===== config.mk =====
export PLATFORM = sky130hd
export DESIGN_NAME = tdm_demux_4ch
export DESIGN_NICKNAME = d
export VERILOG_FILES = /design/src/rtl/tdm_defs.sv /design/src/rtl/demux_1x4.sv /design/src/rtl/tdm_demux_4ch.sv
export SDC_FILE = /design/constraint.sdc
export NUM_CORES = 1
export LEC_CHECK = 0
export ABC_AREA = 1
export CORE_UTILIZATION = 35
export DETAILED_ROUTE_END_ITERATION = 6
export GPL_ROUTABILITY_DRIVEN = 0
export PLACE_DENSITY = 0.62
export SYNTH_ARGS = -nofsm -noshare
export SYNTH_HDL_FRONTEND = slang
export SYNTH_SLANG_ARGS = --single-unit

===== constraint.sdc =====
create_clock -name clk -period 2 [get_ports clk]
set_input_delay 0.4 -clock clk [delete_from_list [all_inputs] [get_ports clk]]
set_output_delay 0.4 -clock clk [all_outputs]
set_load 0.02 [all_outputs]

===== src/rtl/tdm_defs.sv =====
// Shared TDM framing constants, used by both the mux-side transmitter and
// the demux-side receiver.
package tdm_defs;

  // Receiver framing states (1-bit encoding).
  localparam logic [0:0] ST_HUNT   = 1'b0;
  localparam logic [0:0] ST_LOCKED = 1'b1;

  // Slots per frame and width of the slot index.
  localparam int SLOTS  = 4;
  localparam int SLOT_W = 2;

endpackage


===== src/rtl/demux_1x4.sv =====
// Gate-level 2-to-4 one-hot decoder with enable. It turns the slot index
// into per-slot write enables; all outputs are low when en is low.
module demux_1x4
  import tdm_defs::*;
(
  input  logic [SLOT_W-1:0] sel,
  input  logic              en,
  output logic [SLOTS-1:0]  we
);

  logic sel0_n;
  logic sel1_n;

  assign sel0_n = ~sel[0];
  assign sel1_n = ~sel[1];

  assign we[0] = en & sel1_n & sel0_n;
  assign we[1] = en & sel1_n & sel[0];
  assign we[2] = en & sel[1] & sel0_n;
  assign we[3] = en & sel[1] & sel[0];

endmodule


===== src/rtl/tdm_demux_4ch.sv =====
// 4-slot TDM receiver. Locks to frame_sync, gathers one frame of beats into
// shadow registers and publishes all four channels at once with a strobe.
module tdm_demux_4ch
  import tdm_defs::*;
#(
  parameter int WIDTH  = 1,
  parameter int FCNT_W = 8
) (
  input  logic              clk,
  input  logic              rst,
  input  logic [WIDTH-1:0]  din,
  input  logic              din_valid,
  input  logic              frame_sync,
  output logic [WIDTH-1:0]  y0,
  output logic [WIDTH-1:0]  y1,
  output logic [WIDTH-1:0]  y2,
  output logic [WIDTH-1:0]  y3,
  output logic              frame_valid,
  output logic              locked,
  output logic              sync_err,
  output logic [FCNT_W-1:0] frame_cnt
);

  logic [0:0]        state;
  logic [SLOT_W-1:0] slot;
  logic [WIDTH-1:0]  shadow0;
  logic [WIDTH-1:0]  shadow1;
  logic [WIDTH-1:0]  shadow2;

  logic [SLOT_W-1:0] wr_sel;
  logic              wr_en;
  logic [SLOTS-1:0]  wr_we;
  logic              in_frame;

  // A sync beat always lands in slot 0; otherwise only a locked receiver
  // that is mid-frame accepts the beat into the current slot. we[3] is the
  // final beat of the frame and doubles as the publish strobe.
  always_comb begin
    in_frame = (state == ST_LOCKED) && (slot != '0);
    wr_sel   = frame_sync ? '0 : slot;
    wr_en    = din_valid & (frame_sync | in_frame);
  end

  demux_1x4 u_wr_dec (
    .sel (wr_sel),
    .en  (wr_en),
    .we  (wr_we)
  );

  assign locked = (state == ST_LOCKED);

  // Framing control: state, slot counter, strobes and frame counter.
  always_ff @(posedge clk) begin
    if (rst) begin
      state       <= ST_HUNT;
      slot        <= '0;
      frame_valid <= 1'b0;
      sync_err    <= 1'b0;
      frame_cnt   <= '0;
    end else begin
      frame_valid <= wr_we[3];
      sync_err    <= 1'b0;
      if (wr_we[3]) begin
        frame_cnt <= frame_cnt + 1'b1;
      end
      if (din_valid) begin
        if (frame_sync) begin
          // Sync mid-frame abandons the partial frame and restarts at slot 0.
          if (in_frame) begin
            sync_err <= 1'b1;
          end
          state <= ST_LOCKED;
          slot  <= SLOT_W'(1);
        end else if (state == ST_LOCKED) begin
          if (slot == '0) begin
            // Expected a sync beat but did not get one: lose lock.
            sync_err <= 1'b1;
            state    <= ST_HUNT;
          end else begin
            slot <= slot + 1'b1;
          end
        end
      end
    end
  end

  // Shadow capture and atomic publication of a completed frame.
  always_ff @(posedge clk) begin
    if (rst) begin
      shadow0 <= '0;
      shadow1 <= '0;
      shadow2 <= '0;
      y0      <= '0;
      y1      <= '0;
      y2      <= '0;
      y3      <= '0;
    end else begin
      if (wr_we[0]) shadow0 <= din;
      if (wr_we[1]) shadow1 <= din;
      if (wr_we[2]) shadow2 <= din;
      if (wr_we[3]) begin
        y0 <= shadow0;
        y1 <= shadow1;
        y2 <= shadow2;
        y3 <= din;
      end
    end
  end

endmodule


Word level (Yosys, flattened, before mapping)
Cells that the tools add are included.
{ "word_totals": {"reg_bits": 20, "latchBits": 0, "mem_bits_rw": 0, "mem_bits_ro": 0, "in_bits": 5, "word_cells": 43, "n_memories": 0} }
{ "classes": {"n_addsub": 2, "mul": 0, "div_mod_pow": 0, "n_lt_le_gt_ge": 0, "eq_ne": 1, "n_shift": 0, "n_mux": 11, "bitwise": 11, "n_reduce_logical": 6} }
{ "op_table": {"columns": ["cell", "count"], "rows": [
  ["$add A8 B1 Y8 const B", 1],
  ["$mux W2", 4],
  ["$and A1 B1 Y1", 7],
  ["$mux W1", 7],
  ["$reduce_bool A2 Y1", 2],
  ["$not A1 Y1", 3],
  ["$reduce_and A3 Y1", 1],
  ["$add A2 B1 Y2 const B", 1],
  ["$logic_not A2 Y1", 1],
  ["$ne A2 B2 Y1 const B", 1],
  ["$reduce_or A2 Y1", 1],
  ["$logic_and A1 B1 Y1", 1],
  ["$or A1 B1 Y1", 1]
]} }

Logic depth before layout (Yosys ltp)
{ "logic_depth": {"ltp_word": 6, "ltp_mapped": 9} }

Cells and area by module
From an unflattened synthesis, not the netlist that was laid out.
{ "hier_totals": {"hier_cells": 116, "area_unflattened_um2": 888.4} }
{ "by_module_without_submodules": {"columns": ["mod", "n_inst", "cells_per_inst", "area_each_um2"], "rows": [
  ["tdm_demux_4ch", 1, 108, 858.3],
  ["demux_1x4", 1, 8, 30.0]
]} }

Worst setup path before layout
OpenSTA, ideal clock, no wires.
{ "synth_timing": {"path_type": "flip-flop to flip-flop", "from": "reg slot[0]", "to": "reg frame_cnt[5]", "arrival_ps": 1365, "required_time_ps": 1889, "setup_slack_ps": 524, "stages_incl_launch_ff": 10, "period_less_slack_ps": 1476, "cell_sequence": "dfxtp_1 inv_2 ha_1 inv_1 nand3_2 nor2_4 nand2_4 buf_6 nor2_1 nor2_1"} }
{ "synth_between": {"elab_chain_len": 6} }
{ "synth_lines": {"columns": ["element", "line", "rtl"], "rows": [
  ["start, declared", "tdm_demux_4ch.sv:25", "logic [SLOT_W-1:0] slot;"],
  ["start signal, assigned", "tdm_demux_4ch.sv:80", "slot <= slot + 1'b1;"],
  ["$reduce_bool A2 Y1", "tdm_demux_4ch.sv:39", "in_frame = (state == ST_LOCKED) && (slot != '0);"],
  ["$logic_and A1 B1 Y1", "tdm_demux_4ch.sv:39", null],
  ["$or A1 B1 Y1", "tdm_demux_4ch.sv:41", "wr_en = din_valid & (frame_sync | in_frame);"],
  ["$and A1 B1 Y1", "tdm_demux_4ch.sv:41", null],
  ["$and A1 B1 Y1", "demux_1x4.sv:20", "assign we[3] = en & sel[1] & sel[0];"],
  ["$and A1 B1 Y1 (*)", "demux_1x4.sv:20", null],
  ["end signal, assigned", "tdm_demux_4ch.sv:64", "frame_cnt <= frame_cnt + 1'b1;"],
  ["end, declared", "tdm_demux_4ch.sv:21", "output logic [FCNT_W-1:0] frame_cnt"]
]} }
Mark *: on every way between the ends. The rest lies on a longest branch, timed or not.
A chain may end at the register's enable or synchronous reset.

Worst setup path in the final report
{ "layout_timing": {"from": "reg frame_cnt[2]", "to": "out frame_cnt[2]"} }
No word-level cell between the ends.

==> results_dict.tcl <==
set metrics [dict create \
    status "finished clean" \
    dpl_cell_area_sq_mm 0.00117 \
    hold_viol 0 \
    ys.flop_type "dfxtp_1" \
    slowest_delay_ns 0.63 \
    post-synth-top-area-cell "dfxtp_1" \
    avgSynthCellArea_sq_um 7.30 \
    relSlewSlack 0.779 \
    rsz0062_at_grt "false" \
    worst_pin_slew_ns 0.329 \
    synth_warnings 0 \
    num-nets-final 160 \
    slew_viol_final 0 \
    root_buffer "clkbuf_4" \
    regMostFlops "frame_cnt" \
    n_fill_cell 276 \
    grt_pass1_vias 770 \
    power.density_mw_per_mm2 641 \
    worst-path-buf-inv 1 \
    synth_edf_count 0 \
    clkSlewWorstSetupHoldPaths_ns 0.11 \
    hold_end "y0$_SDFFE_PP0P_" \
    place_inst 178 \
    place_hpwl_um 1460 \
    postCtsSetupRepairBufs 0 \
    core-area_sq_mm 0.00252 \
    clock_latency_ns 0.29 \
    crit_family "buffers and inverters" \
    postSynthCellCount 130 \
    clock_skew_ns 0.00414 \
    antenna_cells 0 \
    clockBufferDepth 2 \
    cts_tree "built" \
    min_period_ns 1.75 \
    hold_buffers 0 \
    cp.arrival_ns 1.35 \
    setup_tns_ns 0 \
    synthArstFlopShare 0 \
    dr.pass1.iters 4 \
    antenna_found_initial 0 \
    maxClockFrequency_ghz 0.572 \
    synth_nets 137 \
    grt_pass1_wl_um 3080 \
    netlist_area_sq_um 948 \
    routed-via-count 879 \
    numPortBuffers 19 \
    cts_sinks 20 \
    area_growth_syn_to_layout_pct 28.8 \
    required_ns 1.60 \
    place_ws_ns 0.262 \
    die_w_um 54.1 \
    ant_nets 0 \
    largest_reg_flops 8 \
    final_cell_area_sq_mm 0.00122 \
    crit_type "flop to output port" \
    reg2reg_depth 9 \
    synth_common_cells "nand2_1 (37), dfxtp_1 (20), nor2_1 (14)" \
    layoutNonFillerInstCount 182 \
    hp-class "flop to flop" \
    setup_viol 0 \
    synth.distinct_cells 20 \
    dieArea_sq_mm 0.00292 \
    drc 0 \
    synth.most_common_cell "nand2_1" \
    fin_hold_ws_ns 0.473 \
    yosys.area.top_type_share 0.422 \
    start_util 0.376 \
    finalWirelength_um 1860 \
    grt_remaining_overflow 0 \
    grt_max_degree 15 \
    vias_per_cell 4.83 \
    reg.largest.list "frame_cnt (8), slot (2)" \
    min_from "shadow0$_SDFFE_PP0P_" \
    numCtsBuffers 3 \
    path_cells "clkdlybuf4s50_1" \
    io-pin-count 20 \
    end_kind "output port" \
    drtIter0Drc 13 \
    max-cap-violations 0 \
    post_route_cells_drive_above_1_share 0.112 \
    drt-wirelength-per-cell_um 10.2 \
    r2r-start "slot[0]$_SDFFE_PP0P_" \
    synth-seq-cells 20 \
    regToRegSetupSlack_ns 0.42 \
    worstReg2RegEnd "frame_cnt[5]$_SDFFE_PP0P_" \
    track_usage 0.145 \
    fin_ws_ns 0.250 \
    cts.htree.levels 1 \
    startpoint_type "flop" \
    ys_seq_area_frac 0.422 \
    rows 18 \
    critPathMaxFanout 5 \
    cp_slowest_cell "clkdlybuf4s50_1" \
    ir_drop_v 0.000350 \
    worstHoldPathCells 2 \
    ctsResizeCount 0 \
    fin_crit_sh 0.875 \
    p_leak_nw 0.470 \
    fp.dieH_um 54.1 \
    synth_area_leaders "dfxtp_1 (42%), nand2_1 (15%), a21oi_1 (6.9%)" \
]
## worst max-delay path by stage
stage	slack (ns)	startpoint	cells after the start	endpoint
final	0.25	frame_cnt[2]$_SDFFE_PP0P_	1	frame_cnt[2]
after global routing	0.16	frame_cnt[2]$_SDFFE_PP0P_	1	frame_cnt[2]
after CTS	0.24	locked$_SDFFE_PP0P_	1	locked
after detailed placement	0.26	frame_sync	6	slot[1]$_SDFFE_PP0P_
after global placement	0.28	frame_sync	6	slot[1]$_SDFFE_PP0P_
after floorplan	0.52	slot[0]$_SDFFE_PP0P_	9	frame_cnt[5]$_SDFFE_PP0P_
## final cells by class
class                   count  area, sq um  area share
multi-input cells          93          477       0.390
flip-flops and latches     20          400       0.328
repair buffers             20          198       0.162
inverters                  15         56.3      0.0461
well taps                  30         37.5      0.0307
clock inverters             1         30.0      0.0246
clock buffers               3         22.5      0.0184
## kinds of logic (layout without fill, tap and decap cells)
| logic type | count (synthesis) | count (layout) | synth area share |
|---|---|---|---|
| AOI/OAI and AO/OA | 17 | 17 | 0.0897 |
| xor gates and xnor gates | 3 | 3 | 0.0277 |
| adders and majority gates | 2 | 2 | 0.0264 |
| buffers and inverters | 17 | 39 | 0.0752 |
| DFF | 20 | 20 | 0.422 |
| and+or+nand+nor | 71 | 71 | 0.359 |
## metal layers
metal / GRT usage / vias to the layer above / part of all wire
met3: 0.0254 / 2 / 0.028
met5: 0 / - / 0
met1: 0.168 / 407 / 0.44
met2: 0.263 / 11 / 0.52
li1: - / 459 / -
met4: 0.0513 / 0 / 0.0081
## metrics by stage
stage | power [mW] | util
2_1_floorplan | 0.445 | -
3_3_place_gp | 0.467 | 0.463
3_5_place_dp | 0.468 | 0.463
4_1_cts | 0.795 | 0.484
5_1_grt | 0.812 | 0.484
6_report | 0.782 | 0.484
## power by group
part	switching (mW)	total, mW	internal, mW
Clock	0.121	0.323	0.202
Sequential	0.00423	0.407	0.402
Combinational	0.0319	0.0523	0.0204
## placed cells by master, fill, tap and decap left out
| cell | n |
|---|---|
| bufinv_16 | 1 |
| o21ai_0 | 3 |
| nand3_1 | 7 |
| nor2_1 | 14 |
| nand2_1 | 37 |
| inv_1 | 12 |
| nor2_4 | 4 |
| dfxtp_1 | 20 |
| nor3_1 | 1 |
| clkdlybuf4s50_1 | 19 |
| nand3_2 | 1 |
| inv_2 | 3 |
| clkbuf_4 | 3 |
| nand2_2 | 2 |
| xor2_1 | 2 |
| o21ai_1 | 1 |
| a21oi_1 | 13 |
| xnor2_1 | 1 |
| ha_1 | 2 |
| buf_4 | 1 |
| nand4_1 | 3 |
| nand2_4 | 2 |
No activity file was read; power rests on OpenSTA's default activity.
